**src/rtl/fifo_stream_reader_if.sv**
```systemverilog
// Handshake bundle between the BRAM FIFO read port, the drain stage and the
// downstream stream consumer.
interface fifo_stream_reader_if #(
  parameter int DIN_WIDTH = 16
);
  logic                 fifo_empty;
  logic [DIN_WIDTH-1:0] fifo_rdata;
  logic                 fifo_r_valid;
  logic                 read_req;
  logic [DIN_WIDTH-1:0] m_tdata;
  logic                 m_tvalid;
  logic                 m_tready;
  logic                 m_tlast;
  logic                 overflow;

  modport master (
    input  fifo_empty, fifo_rdata, fifo_r_valid, m_tready,
    output read_req, m_tdata, m_tvalid, m_tlast, overflow
  );

  modport slave (
    output fifo_empty, fifo_rdata, fifo_r_valid, m_tready,
    input  read_req, m_tdata, m_tvalid, m_tlast, overflow
  );
endinterface

```
**src/rtl/fifo_stream_reader.sv**
```systemverilog
// Drains a 1-cycle-latency BRAM FIFO into a valid/ready stream through a
// 2-entry skid buffer, tagging every FRAME_LEN-th beat with m_tlast.
module fifo_stream_reader #(
  parameter int DIN_WIDTH = 16,
  parameter int FRAME_LEN = 8
) (
  input  logic                 clk,
  input  logic                 rst,
  fifo_stream_reader_if.master bus
);

  localparam int BW = (FRAME_LEN > 1) ? $clog2(FRAME_LEN) : 1;
  localparam logic [BW-1:0] LAST_BEAT = BW'(FRAME_LEN - 1);

  logic [DIN_WIDTH-1:0] head;
  logic [DIN_WIDTH-1:0] tail;
  logic [1:0]           occ;
  logic                 pend;
  logic [BW-1:0]        beat;
  logic                 ovf;

  logic                 pop;
  logic                 push;
  logic [2:0]           credit;
  logic                 req;

  // A read is only issued when the word it returns is guaranteed a slot,
  // counting the pop happening this cycle as freed space.
  always_comb begin
    pop    = (occ != 2'd0) & bus.m_tready;
    push   = bus.fifo_r_valid;
    credit = {1'b0, occ} + {2'b00, pend};
    req    = ~rst & ~bus.fifo_empty & (credit <= (3'd1 + {2'b00, pop}));
  end

  assign bus.read_req = req;
  assign bus.m_tvalid = (occ != 2'd0);
  assign bus.m_tdata  = head;
  assign bus.m_tlast  = (occ != 2'd0) & (beat == LAST_BEAT);
  assign bus.overflow = ovf;

  always_ff @(posedge clk) begin
    if (rst) begin
      head <= '0;
      tail <= '0;
      occ  <= 2'd0;
      pend <= 1'b0;
      beat <= '0;
      ovf  <= 1'b0;
    end else begin
      pend <= req;

      case ({push, pop})
        2'b10: begin
          case (occ)
            2'd0: begin
              head <= bus.fifo_rdata;
              occ  <= 2'd1;
            end
            2'd1: begin
              tail <= bus.fifo_rdata;
              occ  <= 2'd2;
            end
            default: ovf <= 1'b1;
          endcase
        end
        2'b01: begin
          head <= tail;
          occ  <= occ - 2'd1;
        end
        2'b11: begin
          // Head leaves, so the new word takes whichever slot becomes the tail.
          if (occ == 2'd1) begin
            head <= bus.fifo_rdata;
          end else begin
            head <= tail;
            tail <= bus.fifo_rdata;
          end
        end
        default: ;
      endcase

      if (pop) begin
        beat <= (beat == LAST_BEAT) ? '0 : beat + BW'(1);
      end
    end
  end

endmodule

```
**src/flat_wrapper.sv**
```systemverilog
// flat-port wrapper written by rule: the top's interface ports become plain ports
module fifo_stream_reader_flat 
#(
  parameter int DIN_WIDTH = 16,
  parameter int FRAME_LEN = 8
)
  (clk, rst, bus_fifo_empty, bus_fifo_rdata, bus_fifo_r_valid, bus_m_tready, bus_read_req, bus_m_tdata, bus_m_tvalid, bus_m_tlast, bus_overflow);
  fifo_stream_reader_if #(.DIN_WIDTH(DIN_WIDTH)) bus_i ();
  input  logic clk;
  input  logic rst;
  input wire logic [$bits(bus_i.fifo_empty)-1:0] bus_fifo_empty;
  input wire logic [$bits(bus_i.fifo_rdata)-1:0] bus_fifo_rdata;
  input wire logic [$bits(bus_i.fifo_r_valid)-1:0] bus_fifo_r_valid;
  input wire logic [$bits(bus_i.m_tready)-1:0] bus_m_tready;
  output wire logic [$bits(bus_i.read_req)-1:0] bus_read_req;
  output wire logic [$bits(bus_i.m_tdata)-1:0] bus_m_tdata;
  output wire logic [$bits(bus_i.m_tvalid)-1:0] bus_m_tvalid;
  output wire logic [$bits(bus_i.m_tlast)-1:0] bus_m_tlast;
  output wire logic [$bits(bus_i.overflow)-1:0] bus_overflow;
  assign bus_i.fifo_empty = bus_fifo_empty;
  assign bus_i.fifo_rdata = bus_fifo_rdata;
  assign bus_i.fifo_r_valid = bus_fifo_r_valid;
  assign bus_i.m_tready = bus_m_tready;
  assign bus_read_req = bus_i.read_req;
  assign bus_m_tdata = bus_i.m_tdata;
  assign bus_m_tvalid = bus_i.m_tvalid;
  assign bus_m_tlast = bus_i.m_tlast;
  assign bus_overflow = bus_i.overflow;
  fifo_stream_reader #(.DIN_WIDTH(DIN_WIDTH), .FRAME_LEN(FRAME_LEN)) u_core (.clk(clk), .rst(rst), .bus(bus_i));
endmodule
```
**config.mk**
```make
export PLATFORM = sky130hd
export DESIGN_NAME = fifo_stream_reader_flat
export DESIGN_NICKNAME = d
export VERILOG_FILES = /design/src/rtl/fifo_stream_reader_if.sv /design/src/rtl/fifo_stream_reader.sv /design/src/flat_wrapper.sv
export SDC_FILE = /design/constraint.sdc
export NUM_CORES = 1
export LEC_CHECK = 0
export CORE_MARGIN = 2
export CORE_UTILIZATION = 51
export DETAILED_ROUTE_END_ITERATION = 12
export PLACE_DENSITY = 0.79
export SETUP_SLACK_MARGIN = 0.02
export SLEW_MARGIN = 10
export SYNTH_ARGS = -nofsm -noshare
export SYNTH_HDL_FRONTEND = slang
export SYNTH_SLANG_ARGS = --single-unit
export TNS_END_PERCENT = 50
```
**constraint.sdc**
```tcl
create_clock -name clk -period 3.5 [get_ports clk]
set_input_delay 0.875 -clock clk [delete_from_list [all_inputs] [get_ports clk]]
set_output_delay 0.875 -clock clk [all_outputs]
set_load 0.05 [all_outputs]
```
==> flow_metrics.tcl <==
set metrics [dict create \
    outcome "finished, final reports clean" \
    instances_no_fill 322 \
    nets 300 \
    synth_xor_area_share_pct 0 \
    clkTransAtPathRegs_ns 0.08 \
    required_ns 2.62 \
    synth_top_area_cell "dfxtp_1" \
    via_per_inst 5.63 \
    netlist.area_leader.share_pct 36.9 \
    area_growth_syn_to_layout_pct 25.1 \
    async_reset_ff_share_pct 0 \
    cpPeakStageDelay_ns 0.48 \
    dieArea_mm2 0.00468 \
    ys.flop_type "dfxtp_1" \
    cts.sinks 39 \
    gp_congestion 0.759 \
    crit_fanout 2 \
    synthCells 236 \
    syn_area_mm2 0.00212 \
    ios 41 \
    drt_iter0_markers 129 \
    initial_core_util_pct 52.9 \
    cts.path.max_buffers 2 \
    ys_types 35 \
    grt_overflow 0 \
    dr_total_vias 1812 \
    synth_top_family_by_area "compound AO/OA/AOI/OAI gates" \
    grt_setup_unrepaired "false" \
    antenna_found_initial 0 \
    p_leak_nw 1.04 \
    grt_pass1_vias 1771 \
    yosys-top-cells-count "39 x dfxtp_1, 32 x nand2b_1, 29 x nor2_1" \
    place_area_mm2 0.00252 \
    dp.cells 314 \
    drc 0 \
    clk_root_buffer_cell "clkbuf_8" \
    post-cts-setup-buffer-count 0 \
    synth_fa_ha_area_share_pct 5.09 \
    finClkSkew_ns 0.00786 \
    die_x_um 68.4 \
    fp-row-count 23 \
    io_buffers 40 \
    ys_top_cells_by_area "dfxtp_1 37%, nand2b_1 9.5%, mux2i_1 8.5%, nor2_1 5.1%, a211o_1 5.0%" \
    avgSynthCellArea_um2 8.97 \
    ctsHoldBuffers 0 \
    routed_wl_mm 4.66 \
    first_pass_iters 4 \
    final_area_mm2 0.00265 \
    die_y_um 68.4 \
    insertedDiodeCount 0 \
    numCtsBuffers 5 \
    cts_max_level 2 \
    grt_pass1_wl_mm 8.08 \
    period_share_pct 94.9 \
    yosys_register_bits 39 \
    final-max-slew-violation-count 0 \
    finalSetupViolations 0 \
    hold_path.class "reg -> reg" \
    finalPower_mw 1.54 \
    synth_edf_count 0 \
    max-slew-margin-rel_pct 47.6 \
    startpoint_type "input pin" \
    synth-simple-area-share_pct 20.2 \
    grt_max_degree 57 \
    drv_cap 0 \
    cp_slowest_cell "fa_1" \
    synthMostInstantiatedCell "dfxtp_1" \
    arrival_ns 2.45 \
    synth_nets 265 \
    min_period_ns 3.32 \
    synth-compound-area-share_pct 20.4 \
    ant_nets 0 \
    drive_above_1_share_pct 8.46 \
    pwr_density_cell_mw_per_mm2 581 \
    ys_seq_area_share_pct 36.9 \
    clock_latency_ns 0.30 \
    ys.warnings.count 0 \
    cp_cell_sequence "dlygate4sd2_1, nand2b_4, inv_6, fa_1, o31a_1, a21oi_2, nor3_2, buf_4" \
    dp_hpwl_mm 3.00 \
    ir_drop_uv 264 \
    worstMarginPinSlew_ns 0.786 \
    core_area_mm2 0.00400 \
    fmax_mhz 301 \
    cp-end-kind "output pin" \
    grt.total_usage_pct 23.2 \
    wire_per_inst_um 14.5 \
    cts_tree "built" \
    hold_violations 0 \
    synth_mux_area_share_pct 9.93 \
    crit_type "in -> out" \
]
[worst paths after layout]
check,start,endpoint,slack (ns),depth (start not counted)
min reg2reg,u_core.beat[2]$_SDFFE_PP0P_,u_core.beat[2]$_SDFFE_PP0P_,0.47,2
min,u_core.beat[2]$_SDFFE_PP0P_,u_core.beat[2]$_SDFFE_PP0P_,0.47,2
max reg2reg,u_core.occ[1]$_SDFFE_PP0P_,u_core.tail[12]$_SDFFE_PP0P_,1.43,5
max,bus_m_tready,bus_read_req,0.18,8
[through the flow]
step                      TNS (ns)  util (%)  hold slack [ns]  setup slack (ns)
after floorplan                  0         -            0.436             0.198
after global placement     -0.0326      63.1            0.452           -0.0326
after detailed placement   -0.0674      63.1            0.454           -0.0674
after CTS                        0      66.2            0.464             0.177
after global routing             0      66.2            0.496             0.103
final                            0      66.2            0.466             0.179
[power breakdown]
| part | switching (mW) | total, mW | leakage (nW) | internal, mW |
|---|---|---|---|---|
| Clock | 0.163 | 0.394 | 0.0612 | 0.231 |
| Sequential | 0.0342 | 0.541 | 0.320 | 0.506 |
| Combinational | 0.362 | 0.604 | 0.660 | 0.241 |
[sequential cells by signal, indices dropped and copies added, names as in the netlist]
name	count
u_core.occ	2
u_core.bus.overflow	1
u_core.tail	16
u_core.pend	1
u_core.bus.m_tdata	16
u_core.beat	3
[area by class of cell]
cell class | instances | area [um^2]
Tap cell | 50 | 62.6
Sequential cell | 39 | 781
Inverter | 11 | 46.3
Clock buffer | 6 | 82.6
Multi-Input combinational cell | 167 | 1190
Fill cell | 325 | 1350
Clock inverter | 2 | 35.0
Timing Repair Buffer | 47 | 449
[critical path: cells and delay by family]
kind	cells	cell delay, ns
compound gates	2	0.45
buf+inv	3	0.49
fa+ha+maj	1	0.48
simple gates	2	0.15
[cells by family after synthesis]
kind of cell               count (synthesis)
DFF                                       39
and+or+nand+nor                           81
adders and majority gates                  8
AOI/OAI and AO/OA                         58
muxes                                     20
buffers and inverters                     30
[timing repair]
action / in CTS / in global routing
gates resized for setup: 3 / 0
setup endpoints to repair: 1 / 0
endpoints found under the hold margin: 0 / 0
[per-layer routing]
layer / wire (um) / GRT usage, % / vias up
met5: 0 / 0 / -
met4: 67 / 11.8 / 0
met3: 254 / 6.09 / 5
met2: 2230 / 34.7 / 46
met1: 2100 / 30.6 / 856
li1: - / - / 905
[layout by cell type (no fill, tap or decap), types with 2 or more instances in the layout]
cell,netlist,routed
nor2b_1,2,2
ha_1,7,7
inv_1,10,10
buf_4,3,8
nor2_1,29,29
a211o_1,12,12
o32a_1,4,4
a31oi_1,4,4
mux2i_1,18,18
clkdlybuf4s50_1,0,38
and3_1,4,4
dfxtp_1,39,39
o21ai_0,18,18
clkbuf_8,0,6
nand3b_1,2,2
a2111oi_1,6,6
nand2b_1,32,32
a21oi_1,3,2
nand2_1,5,5
mux2_4,2,2
a2111oi_0,6,6
(Power assumes the default switching activity.)
